==> src/rtl/spi_mem_bridge_if.sv <==
// rtl/spi_mem_bridge_if.sv - SPI pin and parallel memory port bundle for spi_mem_bridge
interface spi_mem_bridge_if #(
  parameter int ADDR_W = 4
);
  logic              spi_sck;
  logic              spi_cs_n;
  logic              spi_mosi;
  logic              spi_miso;
  logic [ADDR_W-1:0] mem_addr;
  logic [7:0]        mem_wdata;
  logic              mem_we;
  logic              mem_re;
  logic [7:0]        mem_rdata;
  logic              busy;

  // Bridge side: consumes SPI pins and memory read data, drives strobes.
  modport slave (
    input  spi_sck, spi_cs_n, spi_mosi, mem_rdata,
    output spi_miso, mem_addr, mem_wdata, mem_we, mem_re, busy
  );

  // Host/memory side: drives SPI pins and memory read data.
  modport master (
    output spi_sck, spi_cs_n, spi_mosi, mem_rdata,
    input  spi_miso, mem_addr, mem_wdata, mem_we, mem_re, busy
  );
endinterface

==> src/rtl/spi_mem_bridge.sv <==
// rtl/spi_mem_bridge.sv - SPI mode-0 slave to parallel memory strobe bridge (burst mode: SPI_MEM_BRIDGE_BURST_EN)
module spi_mem_bridge #(
  parameter int RAM_BYTES = 16,
  parameter int ADDR_W    = 4
) (
  input  logic                 clk,
  input  logic                 rst_n,
  input  logic                 ena,
  spi_mem_bridge_if.slave      bus
);

  typedef enum logic [2:0] {
    S_IDLE,
    S_CMD,
    S_WR_DATA,
    S_RD_FETCH,
    S_RD_DATA,
    S_DRAIN
  } state_t;

  localparam logic [ADDR_W-1:0] LAST_ADDR = ADDR_W'(RAM_BYTES - 1);
  localparam int                ADDR_MASK = (1 << ADDR_W) - 1;

  state_t            r_state;
  state_t            w_state_nxt;

  logic [1:0]        r_sck_s;
  logic [1:0]        r_cs_s;
  logic [1:0]        r_mosi_s;
  logic              r_sck_d;
  logic              r_cs_d;

  logic [2:0]        r_bit_cnt;
  logic [7:0]        r_rx;
  logic [7:0]        r_tx;
  logic              r_first;
  logic              r_fetch_ph;
  logic [ADDR_W-1:0] r_addr;

  logic              r_miso;
  logic [ADDR_W-1:0] r_mem_addr;
  logic [7:0]        r_mem_wdata;
  logic              r_mem_we;
  logic              r_mem_re;

  logic              w_sck;
  logic              w_cs_n;
  logic              w_mosi;
  logic              w_rise;
  logic              w_fall;
  logic              w_cs_fall;
  logic              w_shift_state;
  logic              w_last;
  logic [7:0]        w_byte;
  logic [1:0]        w_op;
  logic [ADDR_W-1:0] w_cmd_addr;
  logic [ADDR_W-1:0] w_addr_inc;
  logic              w_we_nxt;
  logic              w_re_nxt;
  logic              w_load;

  assign w_sck     = r_sck_s[1];
  assign w_cs_n    = r_cs_s[1];
  assign w_mosi    = r_mosi_s[1];
  // Edges are only seen while enabled; the delayed copy still tracks so no stale edge appears when ena returns.
  assign w_rise    = ena & w_sck & ~r_sck_d;
  assign w_fall    = ena & ~w_sck & r_sck_d;
  assign w_cs_fall = ~w_cs_n & r_cs_d;

  assign w_shift_state = (r_state == S_CMD) || (r_state == S_WR_DATA) || (r_state == S_RD_DATA);
  assign w_last        = w_rise && w_shift_state && (r_bit_cnt == 3'd7);
  assign w_byte        = {r_rx[6:0], w_mosi};
  assign w_op          = w_byte[7:6];
  assign w_cmd_addr    = ADDR_W'((32'(w_byte[3:0]) & ADDR_MASK) % RAM_BYTES);
  assign w_addr_inc    = (r_addr == LAST_ADDR) ? '0 : r_addr + 1'b1;

  assign bus.spi_miso  = r_miso;
  assign bus.mem_addr  = r_mem_addr;
  assign bus.mem_wdata = r_mem_wdata;
  assign bus.mem_we    = r_mem_we;
  assign bus.mem_re    = r_mem_re;
  assign bus.busy      = ~w_cs_n;

  // Two-flop synchronizers plus delayed copies for edge detection.
  always_ff @(posedge clk or negedge rst_n) begin
    if (!rst_n) begin
      r_sck_s  <= 2'b00;
      r_cs_s   <= 2'b11;
      r_mosi_s <= 2'b00;
      r_sck_d  <= 1'b0;
      r_cs_d   <= 1'b1;
    end else begin
      r_sck_s  <= {r_sck_s[0], bus.spi_sck};
      r_cs_s   <= {r_cs_s[0], bus.spi_cs_n};
      r_mosi_s <= {r_mosi_s[0], bus.spi_mosi};
      r_sck_d  <= w_sck;
      r_cs_d   <= w_cs_n;
    end
  end

  // FSM state register.
  always_ff @(posedge clk or negedge rst_n) begin
    if (!rst_n) begin
      r_state <= S_IDLE;
    end else begin
      r_state <= w_state_nxt;
    end
  end

  // Next-state and strobe decisions; a deasserted chip select overrides everything.
  always_comb begin
    w_state_nxt = r_state;
    w_we_nxt    = 1'b0;
    w_re_nxt    = 1'b0;
    w_load      = 1'b0;
    case (r_state)
      S_IDLE: begin
        if (ena && w_cs_fall) w_state_nxt = S_CMD;
      end
      S_CMD: begin
        if (w_last) begin
          case (w_op)
            2'b01:   w_state_nxt = S_WR_DATA;
            2'b10: begin
              w_state_nxt = S_RD_FETCH;
              w_re_nxt    = 1'b1;
            end
            default: w_state_nxt = S_DRAIN;
          endcase
        end
      end
      S_WR_DATA: begin
        if (w_last) begin
          w_we_nxt = 1'b1;
`ifdef SPI_MEM_BRIDGE_BURST_EN
          w_state_nxt = S_WR_DATA;
`else
          w_state_nxt = S_DRAIN;
`endif
        end
      end
      S_RD_FETCH: begin
        // Phase 0 is the mem_re cycle; memory data is valid in phase 1.
        if (ena && r_fetch_ph) begin
          w_state_nxt = S_RD_DATA;
          w_load      = 1'b1;
        end
      end
      S_RD_DATA: begin
        if (w_last) begin
`ifdef SPI_MEM_BRIDGE_BURST_EN
          w_state_nxt = S_RD_FETCH;
          w_re_nxt    = 1'b1;
`else
          w_state_nxt = S_DRAIN;
`endif
        end
      end
      S_DRAIN: begin
        w_state_nxt = S_DRAIN;
      end
      default: begin
        w_state_nxt = S_IDLE;
      end
    endcase
    if (w_cs_n) begin
      w_state_nxt = S_IDLE;
      w_we_nxt    = 1'b0;
      w_re_nxt    = 1'b0;
      w_load      = 1'b0;
    end
  end

  // Receive shift register and bit counter; cleared whenever the frame is idle.
  always_ff @(posedge clk or negedge rst_n) begin
    if (!rst_n) begin
      r_bit_cnt <= 3'd0;
      r_rx      <= 8'd0;
    end else if (r_state == S_IDLE || w_state_nxt == S_IDLE) begin
      r_bit_cnt <= 3'd0;
      r_rx      <= 8'd0;
    end else if (w_rise && w_shift_state) begin
      r_bit_cnt <= r_bit_cnt + 3'd1;
      r_rx      <= w_byte;
    end
  end

  // Address tracking and registered memory strobes.
  always_ff @(posedge clk or negedge rst_n) begin
    if (!rst_n) begin
      r_addr      <= '0;
      r_mem_addr  <= '0;
      r_mem_wdata <= 8'd0;
      r_mem_we    <= 1'b0;
      r_mem_re    <= 1'b0;
    end else begin
      r_mem_we <= w_we_nxt;
      r_mem_re <= w_re_nxt;
      if (r_state == S_CMD && w_last) begin
        r_addr <= w_cmd_addr;
        if (w_re_nxt) r_mem_addr <= w_cmd_addr;
      end
      if (r_state == S_RD_DATA && w_re_nxt) begin
        r_addr     <= w_addr_inc;
        r_mem_addr <= w_addr_inc;
      end
      if (w_we_nxt) begin
        r_mem_addr  <= r_addr;
        r_mem_wdata <= w_byte;
        r_addr      <= w_addr_inc;
      end
    end
  end

  // Read fetch phase and transmit shifter; the first fall after a load presents bit 7 without shifting.
  always_ff @(posedge clk or negedge rst_n) begin
    if (!rst_n) begin
      r_fetch_ph <= 1'b0;
      r_tx       <= 8'd0;
      r_first    <= 1'b0;
      r_miso     <= 1'b0;
    end else begin
      if (r_state != S_RD_FETCH || w_load) begin
        r_fetch_ph <= 1'b0;
      end else if (ena) begin
        r_fetch_ph <= 1'b1;
      end
      if (w_state_nxt != S_RD_FETCH && w_state_nxt != S_RD_DATA) begin
        r_miso  <= 1'b0;
        r_first <= 1'b0;
      end else if (w_load) begin
        r_tx    <= bus.mem_rdata;
        r_first <= 1'b1;
      end else if (w_fall && r_state == S_RD_DATA) begin
        if (r_first) begin
          r_miso  <= r_tx[7];
          r_first <= 1'b0;
        end else begin
          r_miso <= r_tx[6];
          r_tx   <= {r_tx[6:0], 1'b0};
        end
      end
    end
  end

endmodule

==> src/flat_wrapper.sv <==
// flat-port wrapper written by rule: the top's interface ports become plain ports
module spi_mem_bridge_flat 
#(
  parameter int RAM_BYTES = 16,
  parameter int ADDR_W    = 4
)
  (clk, rst_n, ena, bus_spi_sck, bus_spi_cs_n, bus_spi_mosi, bus_mem_rdata, bus_spi_miso, bus_mem_addr, bus_mem_wdata, bus_mem_we, bus_mem_re, bus_busy);
  spi_mem_bridge_if #(.ADDR_W(ADDR_W)) bus_i ();
  input  logic clk;
  input  logic rst_n;
  input  logic ena;
  input wire logic [$bits(bus_i.spi_sck)-1:0] bus_spi_sck;
  input wire logic [$bits(bus_i.spi_cs_n)-1:0] bus_spi_cs_n;
  input wire logic [$bits(bus_i.spi_mosi)-1:0] bus_spi_mosi;
  input wire logic [$bits(bus_i.mem_rdata)-1:0] bus_mem_rdata;
  output wire logic [$bits(bus_i.spi_miso)-1:0] bus_spi_miso;
  output wire logic [$bits(bus_i.mem_addr)-1:0] bus_mem_addr;
  output wire logic [$bits(bus_i.mem_wdata)-1:0] bus_mem_wdata;
  output wire logic [$bits(bus_i.mem_we)-1:0] bus_mem_we;
  output wire logic [$bits(bus_i.mem_re)-1:0] bus_mem_re;
  output wire logic [$bits(bus_i.busy)-1:0] bus_busy;
  assign bus_i.spi_sck = bus_spi_sck;
  assign bus_i.spi_cs_n = bus_spi_cs_n;
  assign bus_i.spi_mosi = bus_spi_mosi;
  assign bus_i.mem_rdata = bus_mem_rdata;
  assign bus_spi_miso = bus_i.spi_miso;
  assign bus_mem_addr = bus_i.mem_addr;
  assign bus_mem_wdata = bus_i.mem_wdata;
  assign bus_mem_we = bus_i.mem_we;
  assign bus_mem_re = bus_i.mem_re;
  assign bus_busy = bus_i.busy;
  spi_mem_bridge #(.RAM_BYTES(RAM_BYTES), .ADDR_W(ADDR_W)) u_core (.clk(clk), .rst_n(rst_n), .ena(ena), .bus(bus_i));
endmodule
==> config.mk <==
export PLATFORM = sky130hd
export DESIGN_NAME = spi_mem_bridge_flat
export DESIGN_NICKNAME = d
export VERILOG_FILES = /design/src/rtl/spi_mem_bridge_if.sv /design/src/rtl/spi_mem_bridge.sv /design/src/flat_wrapper.sv
export SDC_FILE = /design/constraint.sdc
export NUM_CORES = 1
export LEC_CHECK = 0
export ABC_AREA = 0
export CAP_MARGIN = 25
export CORE_MARGIN = 3
export CORE_UTILIZATION = 25
export DETAILED_ROUTE_END_ITERATION = 16
export GPL_TIMING_DRIVEN = 0
export SKIP_CTS_REPAIR_TIMING = 1
export SYNTH_ARGS = -nofsm -noshare
export SYNTH_HDL_FRONTEND = slang
export SYNTH_SLANG_ARGS = --single-unit
export TNS_END_PERCENT = 100
==> constraint.sdc <==
create_clock -name clk -period 3 [get_ports clk]
set_input_delay 0.45 -clock clk [delete_from_list [all_inputs] [get_ports clk]]
set_output_delay 0.45 -clock clk [all_outputs]
set_load 0.03 [all_outputs]
# Word-level counts from Yosys, hierarchy flattened
# Cells that the tools add are included.
word_totals:
  register_bits: 50
  latchBits: 0
  mem_bits_rw: 0
  rom_bits: 0
  input_bits: 14
  wordCells: 108
  n_memories: 0
classes:
  addsub: 2
  mul: 0
  div: 0
  magnitude_cmp: 0
  n_eq_ne: 14
  shift: 0
  n_mux: 41
  bitwise_logic: 9
  reduce_logical: 25
op_table:
  columns: ["cell", "n"]
  rows:
  - ["2-to-1 mux 4 bit", 8]
  - ["2-to-1 mux 8 bit", 3]
  - ["2-to-1 mux 3 bit", 7]
  - ["2-to-1 mux 1 bit", 19]
  - ["one-hot mux 3 bit (5 select lines)", 1]
  - ["2-to-1 mux 7 bit", 2]
  - ["== test 3 bit (second input constant)", 3]
  - ["nonzero test 3 bit", 3]
  - ["logical AND 1 bit", 8]
  - ["nonzero test 2 bit", 4]
  - ["== test 3 x 2 -> 1 bit (second input constant)", 2]
  - ["logical NOT 3 bit", 2]
  - ["!= test 3 x 2 -> 1 bit (second input constant)", 2]
  - ["one-hot mux 3 bit (2 select lines)", 1]
  - ["AND 1 bit", 5]
  - ["adder 4 x 1 -> 4 bit (second input constant)", 1]
  - ["== test 4 bit (second input constant)", 1]
  - ["logical OR 1 bit", 4]
  - ["!= test 2 bit (second input constant)", 2]
  - ["inverter 1 bit", 4]
  - ["AND reduction 2 bit", 2]
  - ["adder 3 x 1 -> 3 bit (second input constant)", 1]
  - ["== test 3 x 1 -> 1 bit (second input constant)", 1]
  - ["!= test 3 bit (second input constant)", 1]
  - ["other kinds (4)", 4]

# Longest topological paths before layout
depth:
  depth_word: 12
  ltp_mapped: 8
  depth_no_buf: 7

# Least setup slack after synthesis
# OpenSTA, ideal clock, no wires.
synth_timing:
  path_type: "flip-flop to flip-flop"
  start: "reg u_core.r_bit_cnt[0]"
  end: "reg u_core.r_mem_addr[0] (netlist: u_core.bus.mem_addr[0])"
  setup_time_ns: 0.126
  t_arrival_ns: 1.762
  required_ns: 2.874
  slack_ns: 1.112
  stages_incl_launch_ff: 9
  path_buffers: 1
  synth_period_minus_slack_ns: 1.888
  path_cell_list: "dfrtp_1 ha_1 ha_1 nand4b_2 nand2b_1 clkbuf_1 nand3b_1 mux2i_1 a21oi_1"
synth_between:
  elab_chain_cells: 8
  word_cells_on_any_way: 15
  classes_between: "eq/ne (1); mux (8); reduce/logical (6)"
synth_rtl:
  columns: ["item", "line", "source"]
  rows:
  - ["start: declaration", "spi_mem_bridge.sv:33", "logic [2:0] r_bit_cnt;"]
  - ["start signal: assignment", "spi_mem_bridge.sv:183", "r_bit_cnt <= r_bit_cnt + 3'd1;"]
  - ["== test 3 bit *", "spi_mem_bridge.sv:71", "assign w_last = w_rise && w_shift_state && (r_bit_cnt == 3'd7);"]
  - ["logical AND 1 bit *", "spi_mem_bridge.sv:71", null]
  - ["2-to-1 mux 1 bit", "spi_mem_bridge.sv:121", "if (w_last) begin"]
  - ["2-to-1 mux 1 bit", "spi_mem_bridge.sv:116", "case (r_state)"]
  - ["2-to-1 mux 1 bit", "spi_mem_bridge.sv:166", "if (w_cs_n) begin"]
  - ["logical AND 1 bit", "spi_mem_bridge.sv:203", "if (r_state == S_RD_DATA && w_re_nxt) begin"]
  - ["nonzero test 3 bit (no source line) or 2-to-1 mux 4 bit (tied branches)", null, null]
  - ["AND reduction 2 bit (no source line) or 2-to-1 mux 4 bit (tied branches)", null, null]
  - ["end signal: assignment", "spi_mem_bridge.sv:201", "if (w_re_nxt) r_mem_addr <= w_cmd_addr;"]
  - ["end signal: assignment", "spi_mem_bridge.sv:205", "r_mem_addr <= w_addr_inc;"]
  - ["end signal: assignment", "spi_mem_bridge.sv:208", "r_mem_addr <= r_addr;"]
  - ["end: declaration", "spi_mem_bridge.sv:41", "logic [ADDR_W-1:0] r_mem_addr;"]
# Mark *: on every way between the ends. The rest lies on a longest branch, timed or not.
# A chain may end at the register's enable or synchronous reset.

# Worst setup path in the final report
layout_timing:
  start: "reg u_core.r_cs_s[1]"
  end: "out bus_busy"
layout_between:
  elab_chain_cells: 1
layout_rtl:
  columns: ["item", "line", "source"]
  rows:
  - ["start: declaration", "spi_mem_bridge.sv:28", "logic [1:0] r_cs_s;"]
  - ["start signal: assignment", "spi_mem_bridge.sv:94", "r_cs_s <= {r_cs_s[0], bus.spi_cs_n};"]
  - ["inverter 1 bit", "spi_mem_bridge.sv:82", "assign bus.busy = ~w_cs_n;"]
  - ["end: declaration", "flat_wrapper.sv:21", "output wire logic [$bits(bus_i.busy)-1:0] bus_busy;"]
# No other way between the ends.

==> flow_summary_export.csv <==
group,metric,value,unit
run_status,status,"completed",
sta,hold_ws,24.1,ps
setup_path,r2r_start,"u_core.r_cs_s[1]$_DFF_PN1_",
setup_path,rrSetupSlack,770,ps
clock_network,cts_made_buffers,5,
logic_synthesis,yosysSeqAreaShare,55.0,%
global_route,grt-ovfl-total,0,
drt,antenna_left,0,
drt,first_pass_iters,3,
clock_network,cts_htree_levels,2,
sta,fmax,430,MHz
setup_path,endpoint_kind,"output port",
hold_path,hp-class,"in -> async",
global_route,antenna_found_initial,0,
global_route,grt_max_degree,40,
place,dpl_cell_area,0.00271,mm^2
setup_path,worst_ep_arrival_time,1880,ps
setup_path,cp.required,2550,ps
sta,finalCriticalPeriod,2330,ps
clock_network,clk_transition_reported_paths,90,ps
sta,finalMaxSlewViolations,0,
clock_network,clock_sinks,50,
finish,fin_area,0.00280,mm^2
finish,drive_gt1_share,10.7,%
power,power_density,408,mW/mm^2
floorplanning,die_area,0.0103,mm^2
sta,setup_viol,0,
drt,wirelength,4620,um
setup_path,path_max_fanout,8,
logic_synthesis,synth_edf_count,0,
finish,final_cells,360,
finish,final_common_cell,"dfrtp_1",
logic_synthesis,syn_nets,234,
floorplanning,core_area,0.00881,mm^2
logic_synthesis,ys_ff_latch,50,
place,gp_congestion,0.733,
logic_synthesis,synth_area,0.00228,mm^2
sta,worst_pin_slew,676,ps
drt,drt_iter0_markers,83,
place,dp_cells,352,
setup_path,critPathKind,"reg -> out",
finish,area_growth,22.8,%
floorplanning,initial_core_util,25.9,%
place,dp_hpwl,3280,um
setup_path,startpoint_type,"register",
drt,vias_per_cell,4.50,
power,p_leak,1.30,nW
setup_path,r2r-end,"u_core.r_tx[7]$_DFFE_PN0P_",
finish,n_antenna_cell,0,
logic_synthesis,ys.warnings.count,0,
setup_path,ff2ff_path_depth,6,
place,portBuffers,28,
logic_synthesis,synth_cell_type_count,40,
setup_path,crit_path_start,"u_core.r_cs_s[1]$_DFF_PN1_",
floorplanning,die_h,102,um
sta,maxSlewHeadroom,54.6,%
floorplanning,placementRows,34,
floorplanning,ios,30,
logic_synthesis,syn_inst,215,
finish,fillCellCount,895,
global_route,grt_pass1_vias,1699,
sta,min_period_over_period,77.5,%
drt,wire_per_inst,12.8,um
clock_network,worstSkewPairLatency,300,ps
logic_synthesis,synth_area_per_cell,10.6,um^2
global_route,grt_usage,9.88,%
logic_synthesis,async_flop_share,100,%
finish,post-route-util,31.8,%
sta,hold_violations,0,
clock_network,clockRootBuffer,"clkbuf_8",
clock_network,cts_tree,"built",
sta,setup_ws,675,ps
drt,drc,0,
sta,fin_skew,6.76,ps
flow_run,drv_cap,0,
finish,nNetsFinal,270,
floorplanning,die_w,102,um
clock_network,cts_buffer_depth,2,
sta,rsz0062_at_grt,"no",
place,place_ws,761,ps
logic_synthesis,synthFlopType,"dfrtp_1",
global_route,grt_first_pass_wirelength,8200,um
power,peakVddDrop,0.149,mV
drt,via_count,1619,
finish,final_cell_mix,"47 x dfrtp_1, 32 x nand2_1, 27 x clkdlybuf4s50_1, 24 x mux2i_1, 21 x nor2_1",
sequential cells by signal, summed over array words and instances (netlist names):
signal                flops
u_core.bus.mem_addr       4
u_core.bus.mem_re         1
u_core.bus.mem_wdata      8
u_core.bus.mem_we         1
u_core.bus.spi_miso       1
u_core.r_addr             4
u_core.r_bit_cnt          3
u_core.r_cs_d             1
u_core.r_cs_s             2
u_core.r_fetch_ph         1
u_core.r_first            1
u_core.r_mosi_s           2
u_core.r_rx               7
u_core.r_sck_d            1
u_core.r_sck_s            2
u_core.r_state            3
u_core.r_tx               8
cells in the mapped netlist, types with 2 or more instances:
| master | count | area (um^2) |
|---|---|---|
| a21oi_1 | 11 | 55.1 |
| nand2_1 | 32 | 120 |
| dfstp_2 | 3 | 78.8 |
| dfrtp_1 | 47 | 1180 |
| o22ai_1 | 2 | 12.5 |
| inv_1 | 6 | 22.5 |
| nor2_1 | 21 | 78.8 |
| xor2_1 | 2 | 17.5 |
| buf_4 | 2 | 15.0 |
| o21ai_0 | 12 | 60.1 |
| nand3b_1 | 3 | 22.5 |
| o211ai_1 | 2 | 15.0 |
| clkbuf_1 | 2 | 7.51 |
| or3_1 | 2 | 12.5 |
| mux2i_1 | 24 | 240 |
| nor3b_1 | 2 | 15.0 |
| buf_2 | 7 | 35.0 |
| nand3_1 | 5 | 25.0 |
| nand2b_1 | 2 | 12.5 |
| nor4b_1 | 2 | 17.5 |
| ha_1 | 5 | 62.6 |
| nor3_1 | 3 | 15.0 |
metal layers:
layer / global-route usage, % / part of all wire [%]
met1: 13.1 / 47
met2: 16.0 / 48
met3: 2.34 / 3.9
met4: 3.07 / 1.4
met5: 0 / 0
power breakdown:
group | switching (mW) | internal [mW] | total, mW
clock | 0.236 | 0.170 | 0.405
sequential | 0.00417 | 0.681 | 0.685
combinational | 0.0288 | 0.0250 | 0.0539
critical path, stage by stage (launching register included):
cell	delay, ps
dfstp_2	540
clkbuf_1	300
inv_1	110
clkdlybuf4s50_1	630
how the worst max path moves through the flow:
stage / cells after the start / slack [ps] / endpoint
2_1_floorplan: 8 / 1110 / u_core.bus.mem_addr[0]$_DFFE_PN0P_
3_3_place_gp: 1 / -40 / u_core.r_tx[5]$_DFFE_PN0P_
3_5_place_dp: 6 / 760 / u_core.r_tx[7]$_DFFE_PN0P_
4_1_cts: 3 / 650 / bus_busy
5_1_grt: 3 / 560 / bus_busy
6_report: 3 / 670 / bus_busy
cell type report:
type	instances	area, um^2	area share (%)
Timing Repair Buffer	29	295	10.5
Tap cell	108	135	4.82
Multi-Input combinational cell	147	936	33.4
Clock inverter	2	17.5	0.625
Buffer	12	68.8	2.46
Sequential cell	50	1250	44.8
Clock buffer	6	72.6	2.59
Inverter	6	22.5	0.804
kinds of logic (layout without fill, tap and decap cells):
| logic type | Yosys count | in the layout | share of synthesized area [%] |
|---|---|---|---|
| xor gates and xnor gates | 3 | 3 | 1.15 |
| adders and majority gates | 5 | 5 | 2.74 |
| DFF | 50 | 50 | 55.0 |
| and+or+nand+nor | 79 | 79 | 16.9 |
| muxes | 24 | 24 | 10.5 |
| buffers and inverters | 18 | 55 | 4.00 |
| AOI/OAI and AO/OA | 36 | 36 | 9.70 |
per-stage QoR:
| step | TNS, ps | total power, mW |
|---|---|---|
| 2_1_floorplan | 0 | 0.715 |
| 3_3_place_gp | -1680 | 0.751 |
| 5_1_grt | 0 | 1.19 |
| 6_report | 0 | 1.14 |
| 4_1_cts | 0 | 1.16 |
| 3_5_place_dp | 0 | 0.754 |
Note: power is estimated with default switching activity, not from simulation.
